**src/rtl/decoder_scan.sv**
```systemverilog
// Registered N-to-2^N one-hot decoder with enable and an auto-scan mode with programmable dwell.
// Optional per-channel disable mask is compiled in with `define DECODER_MASK_EN.
module decoder_scan #(
  parameter int SEL_W   = 2,
  parameter int DWELL_W = 8
) (
  input  logic                    clk,
  input  logic                    rst,
  input  logic                    en,
  input  logic                    mode,
  input  logic [SEL_W-1:0]        sel,
  input  logic [DWELL_W-1:0]      dwell,
`ifdef DECODER_MASK_EN
  input  logic [(1<<SEL_W)-1:0]   mask,
`endif
  output logic [(1<<SEL_W)-1:0]   y,
  output logic [SEL_W-1:0]        cur_sel,
  output logic                    tick,
  output logic                    wrap
);

  localparam int N = 1 << SEL_W;

  typedef enum logic [1:0] {IDLE, DIRECT, SCAN} state_t;

  state_t             state_reg, state_next;
  logic [N-1:0]       y_reg;
  logic [SEL_W-1:0]   cur_sel_reg;
  logic               tick_reg, wrap_reg;
  logic [DWELL_W-1:0] cnt_reg;
  logic [N-1:0]       mask_i;

`ifdef DECODER_MASK_EN
  assign mask_i = mask;
`else
  assign mask_i = '0;
`endif

  function automatic logic [N-1:0] onehot(input logic [SEL_W-1:0] idx);
    return {{(N-1){1'b0}}, 1'b1} << idx;
  endfunction

  always_comb begin
    if (!en)
      state_next = IDLE;
    else if (mode)
      state_next = SCAN;
    else
      state_next = DIRECT;
  end

  // Nearest unmasked channel: loops run far-to-near so the closest candidate is written last.
  logic             adv_found, adv_wrap, ent_found;
  logic [SEL_W-1:0] adv_idx, ent_idx;
  logic [SEL_W:0]   adv_sum, ent_sum;

  always_comb begin
    adv_found = 1'b0;
    adv_idx   = cur_sel_reg;
    adv_wrap  = 1'b0;
    adv_sum   = '0;
    for (int k = N; k >= 1; k--) begin
      adv_sum = {1'b0, cur_sel_reg} + (SEL_W+1)'(k);
      if (!mask_i[adv_sum[SEL_W-1:0]]) begin
        adv_found = 1'b1;
        adv_idx   = adv_sum[SEL_W-1:0];
        adv_wrap  = adv_sum[SEL_W];
      end
    end
  end

  always_comb begin
    ent_found = 1'b0;
    ent_idx   = sel;
    ent_sum   = '0;
    for (int k = N - 1; k >= 0; k--) begin
      ent_sum = {1'b0, sel} + (SEL_W+1)'(k);
      if (!mask_i[ent_sum[SEL_W-1:0]]) begin
        ent_found = 1'b1;
        ent_idx   = ent_sum[SEL_W-1:0];
      end
    end
  end

  always_ff @(posedge clk) begin
    if (rst) begin
      state_reg   <= IDLE;
      y_reg       <= '0;
      cur_sel_reg <= '0;
      tick_reg    <= 1'b0;
      wrap_reg    <= 1'b0;
      cnt_reg     <= '0;
    end else begin
      state_reg <= state_next;
      tick_reg  <= 1'b0;
      wrap_reg  <= 1'b0;
      case (state_next)
        DIRECT: begin
          y_reg       <= mask_i[sel] ? '0 : onehot(sel);
          cur_sel_reg <= sel;
          cnt_reg     <= '0;
        end
        SCAN: begin
          if (state_reg != SCAN) begin
            cnt_reg <= '0;
            if (ent_found) begin
              cur_sel_reg <= ent_idx;
              y_reg       <= onehot(ent_idx);
            end else begin
              y_reg <= '0;
            end
          end else if (cnt_reg >= dwell) begin
            // >= rather than == so a dwell lowered below the running count still advances now
            cnt_reg <= '0;
            if (adv_found) begin
              cur_sel_reg <= adv_idx;
              y_reg       <= onehot(adv_idx);
              tick_reg    <= 1'b1;
              wrap_reg    <= adv_wrap;
            end else begin
              y_reg <= '0;
            end
          end else begin
            cnt_reg <= cnt_reg + DWELL_W'(1);
            if (mask_i[cur_sel_reg])
              y_reg <= '0;
          end
        end
        default: begin
          y_reg   <= '0;
          cnt_reg <= '0;
        end
      endcase
    end
  end

  assign y       = y_reg;
  assign cur_sel = cur_sel_reg;
  assign tick    = tick_reg;
  assign wrap    = wrap_reg;

endmodule
```
**config.mk**
```make
export PLATFORM = sky130hd
export DESIGN_NAME = decoder_scan
export DESIGN_NICKNAME = d
export VERILOG_FILES = /design/src/rtl/decoder_scan.sv
export SDC_FILE = /design/constraint.sdc
export NUM_CORES = 1
export LEC_CHECK = 0
export ABC_CLOCK_PERIOD_IN_PS = 2100
export CAP_MARGIN = 25
export CORE_ASPECT_RATIO = 1.4
export CORE_UTILIZATION = 52
export CTS_BUF_LIST = sky130_fd_sc_hd__clkbuf_8
export DETAILED_ROUTE_END_ITERATION = 6
export PLACE_DENSITY = 0.86
export SLEW_MARGIN = 10
export SYNTH_ARGS = -nofsm -noshare
export SYNTH_HDL_FRONTEND = slang
export SYNTH_SLANG_ARGS = --single-unit
```
**constraint.sdc**
```tcl
create_clock -name clk -period 2.1 [get_ports clk]
set_input_delay 0.21 -clock clk [delete_from_list [all_inputs] [get_ports clk]]
set_output_delay 0.21 -clock clk [all_outputs]
set_load 0.02 [all_outputs]
```
==> out/results.tsv, run 1 <==
metric	value	unit
core area	1820	sq um
post-synth cell types	39	
GRT Total Usage	0.246	
port bufs	21	
NetSw	167	uW
Slew Limit Fails	0	
DRT Pass-1 Iters	4	
pwr/cell area	519	nW/um^2
Wirelength per Cell	15.2	microns
MaxCap Viol Count	0	
Final GP Congestion	0.778	
predominant post-synthesis flop cell	dfxtp_1	
count leader, synth	dfxtp_1	
syn_nets	140	
CP top delay family	compound AO/OA/AOI/OAI gates	
initial core utilization	0.577	
final setup fails	0	
Final ANT Viol Nets	0	
vias in the first global route	970	
CTS tree	built	
Worst Tran Pin Value	486	ps
hold_sp	y[1]	
WS Path Type	reg2reg	
Setup Buffers After CTS	0	
crit path max fanout	7	
Chip Width	40.0	microns
unrepaired setup endpoints after global routing	false	
max reg flops	8	
die footprint	2210	sq um
Commonest cells post-synth	dfxtp_1 (18), ha_1 (14), inv_1 (12)	
sequential power share	0.483	
Logic pwr share	0.135	
DRC marker count from the first detailed-route iteration	32	
share of layout cells above drive strength 1	0.207	
ys async rst share	0	
Routed Wire Length	2430	microns
Worst Path Buf+Inv	1	
CTS Buf Count	3	
Clock Skews	1.19	ps
largest net degree at the start of global routing	12	
Root Buffer Master	clkbuf_8	
final hold vios	0	
syn avg cell area	9.40	sq um
first-pass GRT wire length	3770	microns
Clock Power Share	0.382	
fin cells	160	
CP max stage cell	dfxtp_1	
sequential share of the synthesized area	0.342	
minimum clock period	2000	ps
FF/Latch Area	362	sq um
synth top area cells	dfxtp_1 (34%), ha_1 (17%), inv_1 (4.3%), nor2_2 (4.2%), a2111oi_4 (2.6%)	
Worst Slack Setup Final	98.1	ps
clock slew at reported path FFs	60	ps
register bit count reported by yosys	18	
Pwr Total	736	uW
Clock Latency Late Sink	260	ps
yosys warns	0	
Cell Rows	18	
Synth Instances	112	
grt total ovfl	0	
vias per std cell	5.94	
cts hold-fix bufs	0	
Post-synth EDFFs	0	
Multi-input gate area	681	sq um
Remaining DRCs	0	
CTS HTree Levels	1	
crit share post-route	0.953	
Critical Path End Type	flop	
Hold/Removal Path Class	reg2reg	
DP Worst Slack	-266	ps
ant diodes	0	
FF-to-FF setup slack	100	ps
WP data required	2290	ps
CP startpoint kind	flop	
status	complete, no violations	
Die Y	55.2	microns
Core Util, Final	0.777	
Synth area leader	dfxtp_1	
# fillers	125	
hpwl dp	1790	microns
Net Sw Frac	0.227	
worst setup path start	cnt_reg[2]	
Via Count	951	
placed insts	156	
Arrival @ worst endpoint	2190	ps
CTS Sinks	18	
leakage	0.000591	uW
area fraction of the dominant cell type after synthesis	0.342	
worst vdd ir	0.492	mV
initial antenna violation count	0	
Slew Limit Headroom	0.674	
fmax	500	MHz
Synth Cell Area	1050	sq um
Internal Power	569	uW
I/O pin total	22	
Area Overhead vs Synth	34.7	%
CTS max path bufs	2	
Worst path max stage delay	440	ps
origin of the critical flop-to-flop path	cnt_reg[2]	
# nets final	169	
crit-path cells	ha_4, a21o_1, a31o_1, a2111oi_4, buf_4, o22ai_1, a21oi_1	
==> placed cells by master (no fill, tap or decap), types with 2 or more instances in the layout <==
cell | synthesis | routed
inv_1 | 12 | 11
ha_1 | 14 | 11
nor3_1 | 2 | 2
a21oi_1 | 5 | 5
nor2_2 | 7 | 7
ha_4 | 0 | 3
nand2_1 | 5 | 5
xnor2_1 | 3 | 3
a22oi_1 | 2 | 2
clkbuf_8 | 0 | 4
and3_4 | 1 | 2
dfxtp_1 | 18 | 17
xor2_1 | 3 | 3
nand4_1 | 2 | 2
nand3_1 | 5 | 5
nor2_1 | 6 | 6
buf_4 | 0 | 5
clkdlybuf4s50_1 | 0 | 20
a221oi_1 | 2 | 2
==> area by class of cell <==
type	instances	share of cell area
sequential	18	0.255
multi-input combinational	80	0.480
clock buffer	4	0.0388
inverter	12	0.0318
timing repair buffer	26	0.177
tap	20	0.0177
==> repair_timing <==
| item | 4_1_cts | 5_1_grt |
|---|---|---|
| pin swaps | 0 | 2 |
| resized for setup | 2 | 7 |
| cloned | 0 | 0 |
| endpoints found under the setup margin | 4 | 14 |
==> metrics by stage <==
stage	cell area [sq um]	hold WS, ps	TNS, ps
CTS	1370	530	0
global route	1420	538	0
global placement	1310	508	-2420
floorplan	1050	287	0
detailed placement	1310	512	-3280
finish	1420	518	0
==> final timing paths <==
check | to | cells past startpoint
max | cur_sel[0] | 7
max reg2reg | cur_sel[0] | 7
min reg2reg | y[1] | 2
min | y[1] | 2
==> power groups by stage <==
stage / clock [uW] / sequential (uW) / combinational, uW
2_1_floorplan: 0 / 367 / 38.2
3_3_place_gp: 0 / 362 / 89.4
3_5_place_dp: 0 / 362 / 93.8
4_1_cts: 290 / 355 / 95.1
5_1_grt: 303 / 355 / 108
6_report: 281 / 356 / 99.3
==> layer usage <==
layer	vias to the layer above	track usage	part of all wire
met5	-	0	0
met2	44	0.408	0.53
met3	10	0.0723	0.059
met1	449	0.236	0.37
li1	448	-	-
met4	0	0.172	0.032
==> tightest hold or removal path, delay by kind of cell (launching register included) <==
kind / cells / cell delay, ps
simple gates: 1 / 70
compound gates: 1 / 70
flops: 1 / 340
==> cell families after synthesis <==
| family | share of synthesized area |
|---|---|
| simple gates | 0.221 |
| compound gates | 0.153 |
| flops | 0.342 |
| buf+inv | 0.0571 |
| fa+ha+maj | 0.166 |
| xor+xnor | 0.0499 |
| mux | 0.00951 |
Note: power is estimated with default switching activity, not from simulation.
==> inputs of run 2 (changes only) <==
--- a/config.mk
+++ b/config.mk
@@ -10,7 +10,9 @@
 export CORE_ASPECT_RATIO = 1.4
 export CORE_UTILIZATION = 52
 export CTS_BUF_LIST = sky130_fd_sc_hd__clkbuf_8
+export CTS_CLUSTER_SIZE = 16
 export DETAILED_ROUTE_END_ITERATION = 6
+export MAX_ROUTING_LAYER = met4
 export PLACE_DENSITY = 0.86
 export SLEW_MARGIN = 10
 export SYNTH_ARGS = -nofsm -noshare
==> run 2 against run 1 <==
Compared with the run above: critical path depth stayed put; sequential share of layout area stayed put; via count is 0.21% lower; cell area stayed put; clock power is 2% higher; worst setup slack worse by 4.6 ps; sequential power hardly changed.
==> out/results.tsv, run 2 (synthesis results as in run 1) <==
metric	value	unit
metal2 WL	1310	microns
Chip Width	40.0	microns
worst vdd ir	0.491	mV
origin of the critical flop-to-flop path	cnt_reg[2]	
Clock Skews	1.51	ps
WS Path Type	reg2reg	
minimum clock period	2010	ps
Final GP Congestion	0.788	
placed insts	156	
Hold/Removal Path Class	reg2reg	
largest net degree at the start of global routing	12	
# fillers	125	
fin cells	160	
commonest cells after routing, fill and taps aside	clkdlybuf4s50_1 (20), dfxtp_1 (17), inv_1 (11), ha_1 (11), nor2_2 (7)	
Area Overhead vs Synth	34.7	%
Final ANT Viol Nets	0	
initial core utilization	0.577	
cts hold-fix bufs	0	
pwr/cell area	523	nW/um^2
worst hold endpoint	y[1]	
CTS Buf Count	3	
CTS Sinks	18	
Multi-input gate area	681	sq um
Remaining DRCs	0	
cells on worst reg2reg path	7	
Root Buffer Master	clkbuf_8	
reg-to-reg endpoint	cur_sel[0]	
hpwl dp	1790	microns
fmax	498	MHz
crit share post-route	0.956	
hold_sp	y[1]	
status	complete, no violations	
Via Count	949	
Cell Rows	18	
first-pass GRT wire length	3750	microns
Wirelength per Cell	15.4	microns
MaxCap Viol Count	0	
leakage	0.000591	uW
CTS tree	built	
Slew Limit Fails	0	
met1 wire length	951	microns
# nets final	169	
Die Y	55.2	microns
clock slew at reported path FFs	70	ps
Worst Tran Pin Value	485	ps
final hold vios	0	
ant diodes	0	
vias per std cell	5.93	
die footprint	2210	sq um
CTS max path bufs	2	
initial antenna violation count	0	
unrepaired setup endpoints after global routing	false	
setup TNS	0	ps
grt total ovfl	0	
DRC marker count from the first detailed-route iteration	26	
I/O pin total	22	
core area	1820	sq um
DR WL met3	141	microns
Clock Latency Late Sink	260	ps
WP data required	2290	ps
FF/Latch Area	362	sq um
CP startpoint kind	flop	
Critical Path End Type	flop	
CTS HTree Levels	1	
vias in the first global route	975	
commonest non-fill, non-tap cell in the layout	clkdlybuf4s50_1	
Slew Limit Headroom	0.674	
final setup fails	0	
crit path max fanout	7	
share of layout cells above drive strength 1	0.207	
FF-to-FF setup slack	90	ps
DRT Pass-1 Iters	4	
Core Util, Final	0.777	
GRT Total Usage	0.250	
Arrival @ worst endpoint	2200	ps
Hold Crit Depth	2	
Routed Wire Length	2470	microns
max layer used	met4	
max reg flops	8	
Setup Buffers After CTS	0	
port bufs	21	
## run 2: routing by layer
layer  track usage  up-vias
met5             -        -
met4         0.172        0
met3        0.0602        8
met2         0.408       37
met1         0.236      453
li1              -      451
## run 2: per-stage QoR
| step | cell area [sq um] | setup WS, ps | hold slack, ps | power (uW) |
|---|---|---|---|---|
| after floorplan | 1050 | 222 | 287 | 405 |
| after global placement | 1310 | -260 | 508 | 451 |
| after detailed placement | 1310 | -266 | 512 | 456 |
| after CTS | 1370 | 6.92 | 530 | 740 |
| after global routing | 1420 | 5.54 | 538 | 764 |
| final | 1420 | 93.4 | 519 | 741 |
## run 2: cell type report
| type | count | share of cell area |
|---|---|---|
| Timing Repair Buffer | 26 | 0.177 |
| Tap cell | 20 | 0.0177 |
| Clock buffer | 4 | 0.0388 |
| Multi-Input combinational cell | 80 | 0.480 |
| Sequential cell | 18 | 0.255 |
| Inverter | 12 | 0.0318 |
## run 2: timing repair
item	CTS	global route
hold endpoints to repair	0	0
resized for setup	2	7
endpoints found under the setup margin	4	14
pin swaps	0	3
## run 2: report_power, final
part           leakage, uW  total, uW  internal [uW]  switching [uW]
clock network    0.0000288        286            167             119
logic             0.000416       99.8           53.9            45.8
registers         0.000147        356            348            7.61
## run 2: how the worst max path moves through the flow
stage	from	endpoint	cells past startpoint
after floorplan	cnt_reg[0]	cnt_reg[2]	8
after global placement	dwell[0]	y[1]	7
after detailed placement	dwell[7]	y[2]	8
after CTS	dwell[7]	cur_sel[0]	9
after global routing	cnt_reg[0]	y[0]	7
final	cnt_reg[2]	cur_sel[0]	7
## run 2: critical path, cell delays in order, from the launching register on
cell and delay [ps]:
dfxtp_1 450, ha_4 240, a21o_1 170, a31o_1 210
a2111oi_4 400, buf_4 220, o22ai_1 100, a21oi_1 150
==> inputs of run 3 (changes only) <==
--- a/config.mk
+++ b/config.mk
@@ -10,10 +10,11 @@
 export CORE_ASPECT_RATIO = 1.4
 export CORE_UTILIZATION = 52
 export CTS_BUF_LIST = sky130_fd_sc_hd__clkbuf_8
-export CTS_CLUSTER_SIZE = 16
+export CTS_CLUSTER_SIZE = 28
 export DETAILED_ROUTE_END_ITERATION = 6
 export MAX_ROUTING_LAYER = met4
 export PLACE_DENSITY = 0.86
+export SKIP_CTS_REPAIR_TIMING = 1
 export SLEW_MARGIN = 10
 export SYNTH_ARGS = -nofsm -noshare
 export SYNTH_HDL_FRONTEND = slang
==> run 3 against run 2 <==
Compared with the run above: sequential share of layout area fell by 0.090 points; wire length decreased by 0.97%; global-route usage is 0.079 points lower; fmax down 0.60%; worst setup slack got worse by 12 ps; register-to-register slack hardly changed; critical path type is now in2reg; utilization up 0.27 points; flip-flop and latch count did not move; critical path depth rose by 1.
==> out/results.tsv, run 3 (synthesis results as in run 1) <==
metric	value	unit
first-pass GRT wire length	3750	microns
# nets final	169	
initial core utilization	0.577	
core area	1820	sq um
final hold vios	0	
Remaining DRCs	0	
unrepaired setup endpoints after global routing	false	
CTS HTree Levels	1	
minimum clock period	2020	ps
die footprint	2210	sq um
MaxCap Viol Count	0	
Critical Path End Type	flop	
DRT Pass-1 Iters	4	
Slew Limit Fails	0	
fmax	495	MHz
crit-path cells	clkdlybuf4s50_1, ha_1, nand2b_1, a31o_1, a2111oi_4, buf_4, o22ai_1, a21oi_1	
Worst Tran Pin Value	462	ps
Cell Rows	18	
CTS Buf Count	3	
share of layout cells above drive strength 1	0.214	
Via Count	948	
I/O pin total	22	
worst vdd ir	0.494	mV
CP startpoint kind	primary input	
GRT Total Usage	0.249	
final std cell area, no fill	1420	sq um
Hold/Removal Path Class	reg2reg	
Placed Area	1310	sq um
Chip Width	40.0	microns
commonest non-fill, non-tap cell in the layout	clkdlybuf4s50_1	
CP top delay family	compound AO/OA/AOI/OAI gates	
crit share post-route	0.961	
CP max stage cell	a2111oi_4	
FF-to-FF setup slack	80	ps
CTS Sinks	18	
Arrival @ worst endpoint	2210	ps
vias in the first global route	970	
Root Buffer Master	clkbuf_8	
Clock Skews	0.978	ps
CTS tree	built	
vias per std cell	5.93	
max reg flops	8	
final setup fails	0	
clock slew at reported path FFs	70	ps
hpwl dp	1790	microns
port bufs	21	
ant diodes	0	
Worst Path Buf+Inv	2	
leakage	0.000593	uW
largest net degree at the start of global routing	12	
Pwr Total	741	uW
WP data required	2290	ps
Worst path max stage delay	410	ps
initial antenna violation count	0	
Wirelength per Cell	15.3	microns
Clock Latency Late Sink	260	ps
status	complete, no violations	
CTS max path bufs	2	
Die Y	55.2	microns
Final GP Congestion	0.788	
pwr/cell area	521	nW/um^2
Core Util, Final	0.780	
Slew Limit Headroom	0.690	
crit path max fanout	7	
commonest cells after routing, fill and taps aside	clkdlybuf4s50_1 (20), dfxtp_1 (17), inv_1 (11), ha_1 (11), nor2_2 (7)	
Area Overhead vs Synth	35.2	%
Final ANT Viol Nets	0	
DRC marker count from the first detailed-route iteration	41	
Routed Wire Length	2440	microns
grt total ovfl	0	
WS Path Type	in2reg	
==> run 3: cell types whose count changed in the layout (fill, tap and decap cells not counted) <==
cell | previous run | this run
a2111oi_2 | 0 | 1
a2111oi_1 | 1 | 0
==> run 3: layout make-up <==
type	instances	area, sq um
multi-input cells	80	686
well taps	20	25.0
fillers	122	402
flip-flops and latches	18	362
clock buffers	4	55.1
inverters	12	45.0
repair buffers	26	250
==> run 3: through the flow <==
stage	cells	setup slack, ps	hold WS, ps	TNS [ps]
final	160	81.2	519	0
after global routing	160	4.32	538	0
after CTS	160	-27.5	530	-56.1
after detailed placement	156	-266	512	-3280
after global placement	156	-260	508	-2420
after floorplan	112	222	287	0
==> run 3: worst paths after layout <==
path,startpoint,endpoint,depth (start not counted)
max,dwell[0],cur_sel[0],8
min,y[1],y[1],2
max reg2reg,cnt_reg[0],cur_sel[0],8
min reg2reg,y[1],y[1],2
==> run 3: worst register-to-register path, stage by stage, from the launching register on <==
cell	delay, ps
dfxtp_2	330
inv_1	50
ha_1	260
nand2b_1	170
a31o_1	260
a2111oi_4	410
buf_4	220
o22ai_1	100
a21oi_1	150
==> run 3: per-layer routing <==
metal / track usage / routed length [microns] / vias to the layer above
li1: - / - / 450
met1: 0.231 / 935 / 446
met2: 0.410 / 1300 / 42
met3: 0.0602 / 135 / 10
met4: 0.172 / 76 / 0
met5: - / 0 / -
==> run 3: report_power, final <==
group | switching, uW | internal (uW)
combinational | 46.5 | 54.7
sequential | 7.68 | 348
clock | 118 | 167
==> RTL edit, RTL diff (flow settings as in run 1) <==
The option `DECODER_MASK_EN` is turned on by a define.
--- a/src/rtl/decoder_scan.sv
+++ b/src/rtl/decoder_scan.sv
@@ -1,5 +1,7 @@
 // Registered N-to-2^N one-hot decoder with enable and an auto-scan mode with programmable dwell.
 // Optional per-channel disable mask is compiled in with `define DECODER_MASK_EN.
+`define DECODER_MASK_EN
+
 module decoder_scan #(
   parameter int SEL_W   = 2,
   parameter int DWELL_W = 8
Interface: changed (added mask); port bits go from 22 to 26. No check against the original RTL was run, so the function may have changed too.
==> RTL edit against run 1 <==
  * The run now ends with negative setup slack left
  * Via count up 85%
  * Critical endpoint is now y[1]
  * Area after synthesis up 50%
  * Largest cell class unchanged
  * Total power up 36%
  * Core utilization up 6.5 points
  * Sequential power down 1%
  * Cell area up 71%
  * Hold slack better by 0.00056 ns
  * Worst setup slack worse by 0.13 ns
  * Sequential cell count unchanged
  * Routed wire length up 110%
  * Critical path depth up 2
  * Global-route usage up 4.0 points
==> RTL edit: results (changes against run 1) <==
Run status
  – Status: complete, but fails checks (was finished clean)
  – Violated checks: negative setup slack

Timing
  – Setup ws final: -0.03501 ns (was 0.09805 ns)
  – Final setup viols: 2 (was 0)
  – Setup TNS: -0.04472 ns (was 0 ns)

Routing
  – Routed Wire Length: 5073 um (was 2434 um)
  – Via Count: 1764 (was 951)
  – DR iter-0 viols: 85 (was 32)

Power
  – P_comb: 390 uW (was 99.3 uW)
  – Pint: 678.9 uW (was 568.5 uW)
  – Register share of total power: 35.3% (was 48.3%)
  – Cell leakage power: 1.059 nW (was 0.5912 nW)
  – Peak VDD IR: 0.3273 mV (was 0.4919 mV)

GRT
  – Global Route Usage Sum: 28.65% (was 24.64%)
  – Vias in the first global route: 1731 (was 970)

Logic synthesis
  – Post-synthesis mux area share: 11.26% (was 0.9512%)
  – Register area share after synthesis: 22.84% (was 34.24%)
  – Post-Syn Nets: 224 (was 140)
  – Synth cell types: 52 (was 39)
  – Most frequent cells after synthesis: nor2_1 (25), inv_1 (21), dfxtp_1 (18) (was dfxtp_1 (18), ha_1 (14), inv_1 (12))
  – Cells after Synth: 191 (was 112)
  – Xor and xnor area share after synthesis: 3.886% (was 4.994%)
  – Compound-Gate Fraction of Synth Area: 21.73% (was 15.34%)
  – Synth area leaders: dfxtp_1 (23%), ha_1 (12%), nor2_1 (5.9%) (was dfxtp_1 (34%), ha_1 (17%), inv_1 (4.3%))
  – Adder-cell share of the synthesized area: 11.90% (was 16.65%)

Placement
  – Post-DP HPWL: 2978 um (was 1793 um)
  – Port Buffers: 25 (was 21)
  – DP Worst Slack: -0.4004 ns (was -0.2662 ns)
  – Cells after DPL: 286 (was 156)

Min path
  – Hold path startpoint: y[3] (was y[1])

Layout
  – Post-route design area: 2424 sq um (was 1418 sq um)
  – Share of post-route cells with drive strength above 1: 37.40% (was 20.71%)
  – Fill cells: 165 (was 125)
  – Final net count: 296 (was 169)

Setup path
  – CP max stage cell: dfxtp_2 (was dfxtp_1)
  – Worst Path Arrival: 2.31 ns (was 2.19 ns)
  – Worst reg2reg path depth: 9 (was 7)
  – Highest fanout seen on the critical path: 4 (was 7)
  – CP max stage delay: 0.34 ns (was 0.44 ns)

Clocking
  – Post-CTS Setup Inserts: 4 (was 0)
## RTL edit: layout make-up
type	count	share of cell area, %
Clock buffer	3	1.704
Clock inverter	1	0.1549
Inverter	21	3.459
Multi-Input combinational cell	143	50.65
Sequential cell	18	15.69
Tap cell	37	1.910
Timing Repair Buffer	76	26.43
## RTL edit: path summary, 6_finish.rpt
| check | end | slack [ns] |
|---|---|---|
| worst max-delay path | y[1] | -0.04 |
| worst max register to register | y[1] | -0.04 |
| worst min register to register | y[3] | 0.52 |
| worst min-delay path | y[3] | 0.52 |
## RTL edit: per-stage QoR
stage	hold slack [ns]	power (mW)
after floorplan	0.3612	0.5593
after global placement	0.5001	0.6880
after detailed placement	0.5248	0.6965
after CTS	0.5379	0.9508
after global routing	0.5440	1.040
final	0.5185	0.9979
## RTL edit: routing by layer
layer	vias to the layer above	routed length, um	GRT usage (%)
met1	827	1891	28.10
met2	80	2767	59.51
met5	-	0	0
li1	832	-	-
met3	25	172	2.703
met4	0	242	14.34
